--- src/rtl/dcache_responder.sv ---
// rtl/dcache_responder.sv - direct-mapped write-back data cache responder; optional hit counter via HIT_COUNTER_EN
module dcache_responder #(
    parameter int          SETS         = 16,
    parameter logic [31:0] HIT_CNT_ADDR = 32'h3100
) (
    input  logic        CLK,
    input  logic        nRST,
    input  logic        dmemREN,
    input  logic        dmemWEN,
    input  logic [31:0] dmemaddr,
    input  logic [31:0] dmemstore,
    input  logic        halt,
    output logic        dhit,
    output logic [31:0] dmemload,
    output logic        flushed,
    output logic        dREN,
    output logic        dWEN,
    output logic [31:0] daddr,
    output logic [31:0] dstore,
    input  logic        dwait,
    input  logic [31:0] dload
);

    localparam int IDX_W = $clog2(SETS);
    localparam int TAG_W = 30 - IDX_W;
    localparam logic [IDX_W:0] PTR_LAST = (IDX_W+1)'(SETS - 1);

    typedef enum logic [2:0] {
        IDLE, WB, FETCH, FLUSH,
`ifdef HIT_COUNTER_EN
        CNT,
`endif
        DONE
    } state_t;

    state_t                      state_q, state_d;
    logic [IDX_W:0]              ptr_q, ptr_d;
    logic [SETS-1:0]             valid_q, valid_d;
    logic [SETS-1:0]             dirty_q, dirty_d;
    logic [SETS-1:0][TAG_W-1:0]  tag_q, tag_d;
    logic [SETS-1:0][31:0]       data_q, data_d;
    logic                        dren_q, dren_d;
    logic                        dwen_q, dwen_d;
    logic [31:0]                 daddr_q, daddr_d;
    logic [31:0]                 dstore_q, dstore_d;
    logic                        flushed_q, flushed_d;

    logic [IDX_W-1:0] req_idx;
    logic [TAG_W-1:0] req_tag;
    logic [IDX_W-1:0] f_idx;
    logic [IDX_W-1:0] fn_idx;
    logic             req;
    logic             unused_bits;

    assign req_idx = dmemaddr[IDX_W+1:2];
    assign req_tag = dmemaddr[31:IDX_W+2];
    assign f_idx   = ptr_q[IDX_W-1:0];
    assign fn_idx  = ptr_d[IDX_W-1:0];
    assign req     = dmemREN | dmemWEN;

    // Hit is only answered from IDLE, and a same-cycle halt wins over the request
    assign dhit     = (state_q == IDLE) && !halt && req && valid_q[req_idx]
                      && (tag_q[req_idx] == req_tag);
    assign dmemload = dhit ? data_q[req_idx] : 32'h0;

    assign dREN    = dren_q;
    assign dWEN    = dwen_q;
    assign daddr   = daddr_q;
    assign dstore  = dstore_q;
    assign flushed = flushed_q;

`ifdef HIT_COUNTER_EN
    logic [31:0] cnt_q, cnt_d;

    // Saturating count of serviced requests
    always_comb begin
        cnt_d = cnt_q;
        if (dhit && (cnt_q != 32'hFFFF_FFFF)) cnt_d = cnt_q + 32'd1;
    end

    // Hit counter register
    always_ff @(posedge CLK or negedge nRST) begin
        if (!nRST) cnt_q <= 32'h0;
        else       cnt_q <= cnt_d;
    end

    assign unused_bits = ^dmemaddr[1:0];
`else
    assign unused_bits = ^{dmemaddr[1:0], HIT_CNT_ADDR};
`endif

    // Next state, line updates, and memory-side outputs looked ahead from the next state
    always_comb begin
        state_d   = state_q;
        ptr_d     = ptr_q;
        valid_d   = valid_q;
        dirty_d   = dirty_q;
        tag_d     = tag_q;
        data_d    = data_q;
        dren_d    = 1'b0;
        dwen_d    = 1'b0;
        daddr_d   = 32'h0;
        dstore_d  = 32'h0;
        flushed_d = flushed_q;

        case (state_q)
            IDLE: begin
                if (halt) begin
                    state_d = FLUSH;
                    ptr_d   = '0;
                end else if (dhit) begin
                    if (dmemWEN) begin
                        data_d[req_idx]  = dmemstore;
                        dirty_d[req_idx] = 1'b1;
                    end
                end else if (req) begin
                    state_d = (valid_q[req_idx] && dirty_q[req_idx]) ? WB : FETCH;
                end
            end
            WB: begin
                if (!dwait) begin
                    dirty_d[req_idx] = 1'b0;
                    state_d          = FETCH;
                end
            end
            FETCH: begin
                if (!dwait) begin
                    data_d[req_idx]  = dload;
                    tag_d[req_idx]   = req_tag;
                    valid_d[req_idx] = 1'b1;
                    dirty_d[req_idx] = 1'b0;
                    state_d          = IDLE;
                end
            end
            FLUSH: begin
                // A dirty line holds the pointer until memory accepts it; clean lines pass in one cycle
                if (!(valid_q[f_idx] && dirty_q[f_idx] && dwait)) begin
                    dirty_d[f_idx] = 1'b0;
                    ptr_d          = ptr_q + 1'b1;
                    if (ptr_q == PTR_LAST) begin
`ifdef HIT_COUNTER_EN
                        state_d = CNT;
`else
                        state_d = DONE;
`endif
                    end
                end
            end
`ifdef HIT_COUNTER_EN
            CNT: begin
                if (!dwait) state_d = DONE;
            end
`endif
            DONE: state_d = DONE;
            default: state_d = IDLE;
        endcase

        // Outputs are registered, so drive what the next state needs from its first cycle
        case (state_d)
            WB: begin
                dwen_d   = 1'b1;
                daddr_d  = {tag_q[req_idx], req_idx, 2'b00};
                dstore_d = data_q[req_idx];
            end
            FETCH: begin
                dren_d  = 1'b1;
                daddr_d = {dmemaddr[31:2], 2'b00};
            end
            FLUSH: begin
                if (valid_q[fn_idx] && dirty_q[fn_idx]) begin
                    dwen_d   = 1'b1;
                    daddr_d  = {tag_q[fn_idx], fn_idx, 2'b00};
                    dstore_d = data_q[fn_idx];
                end
            end
`ifdef HIT_COUNTER_EN
            CNT: begin
                dwen_d   = 1'b1;
                daddr_d  = HIT_CNT_ADDR;
                dstore_d = cnt_q;
            end
`endif
            DONE: flushed_d = 1'b1;
            default: ;
        endcase
    end

    // State, cache array and registered memory-side outputs
    always_ff @(posedge CLK or negedge nRST) begin
        if (!nRST) begin
            state_q   <= IDLE;
            ptr_q     <= '0;
            valid_q   <= '0;
            dirty_q   <= '0;
            tag_q     <= '0;
            data_q    <= '0;
            dren_q    <= 1'b0;
            dwen_q    <= 1'b0;
            daddr_q   <= 32'h0;
            dstore_q  <= 32'h0;
            flushed_q <= 1'b0;
        end else begin
            state_q   <= state_d;
            ptr_q     <= ptr_d;
            valid_q   <= valid_d;
            dirty_q   <= dirty_d;
            tag_q     <= tag_d;
            data_q    <= data_d;
            dren_q    <= dren_d;
            dwen_q    <= dwen_d;
            daddr_q   <= daddr_d;
            dstore_q  <= dstore_d;
            flushed_q <= flushed_d;
        end
    end

endmodule

--- config.mk ---
export PLATFORM = sky130hd
export DESIGN_NAME = dcache_responder
export DESIGN_NICKNAME = d
export VERILOG_FILES = /design/src/rtl/dcache_responder.sv
export SDC_FILE = /design/constraint.sdc
export NUM_CORES = 2
export LEC_CHECK = 0
export ABC_AREA = 1
export CAP_MARGIN = 20
export CORE_ASPECT_RATIO = 1.75
export CORE_MARGIN = 3
export CORE_UTILIZATION = 23
export DETAILED_ROUTE_END_ITERATION = 16
export DONT_BUFFER_PORTS = 1
export PLACE_DENSITY = 0.38
export RECOVER_POWER = 25
export SYNTH_ARGS = -nofsm -noshare
export SYNTH_HDL_FRONTEND = slang
export SYNTH_SLANG_ARGS = --single-unit
--- constraint.sdc ---
create_clock -name CLK -period 7.5 [get_ports CLK]
set_input_delay 1.875 -clock CLK [delete_from_list [all_inputs] [get_ports CLK]]
set_output_delay 1.875 -clock CLK [all_outputs]
set_load 0.02 [all_outputs]
# Word-level counts from Yosys, hierarchy flattened
# Index checks and enable logic that the tools add are counted.
# totals
regBits	1035
in_bits	102
out_inout_bits	100
wordCells	155
# classes
addsub	1
order_cmp	5
n_eq_ne	17
n_mux	62
n_bitwise	8
reduce_logical	20
# op_table
cell	n
2-to-1 mux 512 bit	4
bitwise mux 512 bit	2
case mux 512 bit (2 select lines)	1
bitwise mux 416 bit	1
binary-select mux 32 bit (select 4 bit)	2
binary-select mux 26 bit (select 4 bit)	2
2-to-1 mux 32 bit	6
demux 32 bit (select 4 bit)	1
demux 26 bit (select 4 bit)	1
case mux 32 bit (3 select lines)	1
2-to-1 mux 16 bit	5
2-to-1 mux 26 bit	3
case mux 32 bit (2 select lines)	1
case mux 16 bit (3 select lines)	1
bitwise AND 16 bit	2
inverter 16 bit	2
OR 16 bit	2
equality test 26 bit	1
binary-select mux 1 bit (select 4 bit)	6
2-to-1 mux 3 bit	7
< comparator 4 x 5 -> 1 bit (second input constant)	3
case mux 3 bit (5 select lines)	1
inequality test 2 bit (second input constant)	7
equality test 3 x 2 -> 1 bit (second input constant)	4
23 further kinds	47

# Logic depth before layout (Yosys ltp)
# logic_depth
word_depth	11
depth_mapped	28
depth_no_buf	24

# Worst setup path before layout
# No wires, ideal clock.
# synth_path
path_type	input port to output port
start	input port dmemaddr[2]
end	output port dmemload[10]
t_arrival_ps	4409
required_time_ps	5625
path_slack_ps	1216
cell_stages	19
path_buffers	4
path_cell_list	buf_4 buf_4 buf_2 nand2_1 o21ai_0 nand2_1 nand2_1 nand2_1 nand2_1 nor2_1 nor2_1 a2111oi_0 nand2_1 nor2_1 nand2_1 nor2_1 inv_1 clkbuf_1 nor2_1
# synth_via
elab_chain_len	5
elab_cells_between_ends	10
cone_classes	eq/ne (1); mux (7); reduce/logical (2)
# synth_lines
item	line_no	text
start, declared	10	input logic [31:0] dmemaddr,
binary-select mux 26 bit (select 4 bit) or binary-select mux 1 bit (select 4 bit) (tied branches)	63, 62	
2-to-1 mux 26 bit (not written as such) or 2-to-1 mux 1 bit (tied branches)	63, 62	
equality test 26 bit or logical AND 1 bit (tied branches)	63, 62	
logical AND 1 bit (*)	63	&& (tag_q[req_idx] == req_tag);
named net dhit	13	output logic dhit,
2-to-1 mux 32 bit (*)	64	assign dmemload = dhit ? data_q[req_idx] : 32'h0;
end, declared	14	output logic [31:0] dmemload,
# Mark *: on every way through the listed nets, which the timed path passes. The rest lies on a longest branch. The select of a mux whose other input is x is not followed.

# Worst setup path after layout
# layout_path
start	input port dmemaddr[2]
end	output port dmemload[30]
# layout_via
elab_chain_len	5
elab_cells_between_ends	10
cone_classes	eq/ne (1); mux (7); reduce/logical (2)
# layout_lines
item	line_no
binary-select mux 26 bit (select 4 bit) or binary-select mux 1 bit (select 4 bit) (tied branches)	63, 62
2-to-1 mux 26 bit (not written as such) or 2-to-1 mux 1 bit (tied branches)	63, 62
equality test 26 bit or logical AND 1 bit (tied branches)	63, 62
logical AND 1 bit	63
2-to-1 mux 32 bit (*)	64
# Mark *: on every way between the ends. The rest lies on a longest branch, timed or not. The select of a mux whose other input is x is not followed.

==> reports/qor.txt <==
Seq pwr share: 32.3%
die area: 254,000 µm²
CTS Buffer Depth: 3
clock share of power: 20.1%
CTS tree: built
Worst Setup End Kind: output port
worst path arrival time: 5480 ps
synthesized cell area: 57,100 µm²
GRT Util Overall: 20.8%
CTS resizes: 0
total wire length: 270,000 µm
final setup TNS: 0 ps
worst path cell trace: nor2_2, a21oi_1, nand2_1, nand2_1, nand2_1, inv_1, nand2_1, nor2_1, a2111oi_0, nand2_1, nor2_1, nand2_1, nor2_1, inv_2, buf_4, nor2_1, buf_4
Commonest cells post-synth: 2,557 x nand2_1, 1,064 x nand3_1, 1,033 x dfrtp_1, 879 x o21ai_0, 446 x inv_1
placed cell count: 10.9k
asr flop ratio synth: 100%
Fin Clk Skew: 55.0 ps
Peak VDD IR: 0.530 mV
global-route wire length before repair: 394,000 µm
Gate power share: 47.6%
Setup Fix Bufs, Post-CTS: 0
# rows: 241
Post-synth EDFFs: 0
final worst-path cycle share: 98.0%
vias: 55.6k
mean routed wirelength per cell: 24.4 µm
initial core utilization: 23.1%
synth unique cells: 43
Final Setup Violations: 0
Yosys warnings: 0
f_max: 136 MHz
DR DRC count: 0
minimum clock period: 7350 ps
CTS buffer count: 115
RSZ-0062 raised after global routing: no
most frequent cell after synthesis: nand2_1
synthesis-stage register bit count: 1,033
initial antenna violation count: 9
Final nets: 7,812
Worst Path Buf+Inv: 4
hold-fix buffers at CTS: 0
share of the synthesized area in the top cell type: 45.3%
Slew @ Worst Pin: 2390 ps
WP data required: 5620 ps
Area growth, synth to finish: 13.2%
area leader, netlist: dfrtp_1
critical path peak fanout: 306
critical path's largest stage delay: 810 ps
Iteration-0 DRC Markers: 4,941
syn avg cell area: 7.08 µm²
via density per instance: 5.01
leakage power: 0.0290 µW
non-filler cells, final: 11.1k
Final Slew Violations: 253
Synth Instances: 8,061
H-tree level count: 3
commonest register cell after synthesis: dfrtp_1
most used cell, CP: nand2_1
CTS sink count: 1,033
top cells by area, synth: dfrtp_1 45%, nand2_1 17%, nand3_1 9.3%, o21ai_0 7.7%, inv_1 2.9%
Port-buffer cells: 0
die span in x: 383 µm
GP Congestion: 0.819
Hold Path Class: flop to flop
Worst-path clk slew: 60 ps
final hold viol count: 0
MaxCap Viol Count: 2
crit-path leading delay family: simple AND/OR/NAND/NOR gates
CP Class: input pin to output port
Initial DRT Pass Iterations: 6
Core Area: 247,000 µm²
Int Pwr: 15,700 µW
net switching power: 14,800 µW
vias in the first global route: 54.9k
status: finished, violations left
violated checks: max-capacitance violations, max-slew violations
GRT overflow: 0
clk_lat worst skew: 780 ps
post-route ant nets: 0
sw frac: 48.6%
root buf cell: clkbuf_16
I/O Pins: 202
largest net degree at the start of global routing: 307
Worst slew margin: -59.6%
crit start category: input pin
fraction of layout cells with a size suffix above 1: 5.89%
sequential fraction of the synthesis area: 45.3%
Crit-path slowest cell: nor2_2
Final HPWL DP: 156,000 µm
power per cell area: 472 nW/µm²
Die Ht: 665 µm
[kinds of logic (layout without fill, tap and decap cells)]
group | Yosys count | count (layout) | synth area share, %
flops | 1033 | 1033 | 45.3
buf+inv | 1139 | 881 | 8.04
compound gates | 1731 | 1731 | 16.3
simple gates | 4151 | 4151 | 30.2
mux | 1 | 1 | 0.0175
fa+ha+maj | 5 | 5 | 0.110
other cells | 1 | 7 | 0.00657
[worst reg2reg max path: stages (launching register included)]
cell and delay [ps]:
dfrtp_1 320, clkbuf_1 850, inv_1 750, nand2_1 220, nand3_1 80, nand2_1 130, nand2_1 60, nand2_1 90
inv_1 40, nand2_1 100, nand4_1 220, nand2_1 160, nand2_1 100, nand2_4 470, buf_12 560, buf_4 900
nand3_1 160, nand3_1 150, nand3_1 90, nand2_1 100, nor2_1 50, nand2_1 80, nand3_1 410
[metal layers]
layer / vias up / global-route usage (%) / wire length [µm]
li1: 25900 / - / -
met1: 27300 / 25.4 / 110000
met2: 2003 / 36.9 / 135000
met3: 417 / 3.24 / 16400
met4: 6 / 6.91 / 9520
met5: - / 0 / 37
[registers in the layout, summed over array words and instances, names as in the netlist]
name / count
data_q: 512
tag_q: 416
dstore: 32
daddr: 30
dirty_q: 16
valid_q: 16
ptr_q: 5
state_q: 3
dREN: 1
dWEN: 1
flushed: 1
[power by group through the flow]
stage	clock network [µW]	registers, µW	logic [µW]
after floorplan	0	9380	9590
after global routing	6500	10200	16100
after global placement	0	9820	14500
final	6120	9830	14500
after detailed placement	0	9900	14600
after CTS	6310	9820	14600
[layout make-up]
class	count	area, µm²
Timing Repair Buffer	184	1910
Multi-Input combinational cell	5890	26900
Fill cell	27400	182000
Clock inverter	45	515
Inverter	481	1850
Sequential cell	1033	25800
Antenna cell	5	12.5
Tap cell	3280	4100
Clock buffer	171	3470
[stage by stage]
stage	hold slack (ps)	power [µW]	setup slack, ps	utilization, %	area, µm²
after floorplan	453	19000	1220	-	57100
after global placement	473	24400	608	24.6	60700
after detailed placement	496	24500	525	24.6	60700
after CTS	510	30800	507	26.2	64600
after global routing	529	32800	310	26.2	64600
final	506	30500	150	26.2	64600
[cell usage in the layout, fill, tap and decap left out, types with 4 or more instances in the layout]
cell | Yosys | layout
nand2_2 | 5 | 7
o21ai_0 | 879 | 879
ha_1 | 5 | 5
nand2_1 | 2557 | 2550
a31oi_1 | 7 | 7
o22ai_1 | 263 | 263
nand4_1 | 49 | 49
buf_12 | 0 | 35
inv_4 | 0 | 4
buf_4 | 7 | 140
o211ai_1 | 55 | 55
a21oi_1 | 269 | 268
inv_1 | 446 | 442
clkbuf_8 | 0 | 32
clkinvlp_4 | 0 | 8
clkinv_2 | 0 | 23
buf_16 | 0 | 5
clkbuf_1 | 382 | 23
nor2_4 | 4 | 21
and2_0 | 5 | 5
clkbuf_16 | 0 | 118
nand3_1 | 1064 | 1062
inv_6 | 0 | 5
nor2_1 | 415 | 400
o21ai_1 | 193 | 192
nor3_1 | 16 | 15
diode_2 | 0 | 5
o21a_1 | 56 | 56
bufinv_16 | 0 | 7
clkinv_4 | 0 | 4
nand3b_1 | 20 | 20
inv_2 | 29 | 23
dfrtp_1 | 1033 | 1033
clkinv_1 | 6 | 4
[path summary, 6_finish.rpt]
check / start / to / slack [ps] / cells past startpoint
max in group asynchronous: nRST / daddr[18] / 2060 / 3
setup / recovery: dmemaddr[2] / dmemload[30] / 150 / 17
hold reg to reg: ptr_q[4] / ptr_q[4] / 510 / 2
setup reg to reg: ptr_q[0] / daddr[31] / 1120 / 22
hold / removal: ptr_q[4] / ptr_q[4] / 510 / 2
min in group asynchronous: nRST / dstore[25] / 810 / 0
No activity file was read; power rests on OpenSTA's default activity.
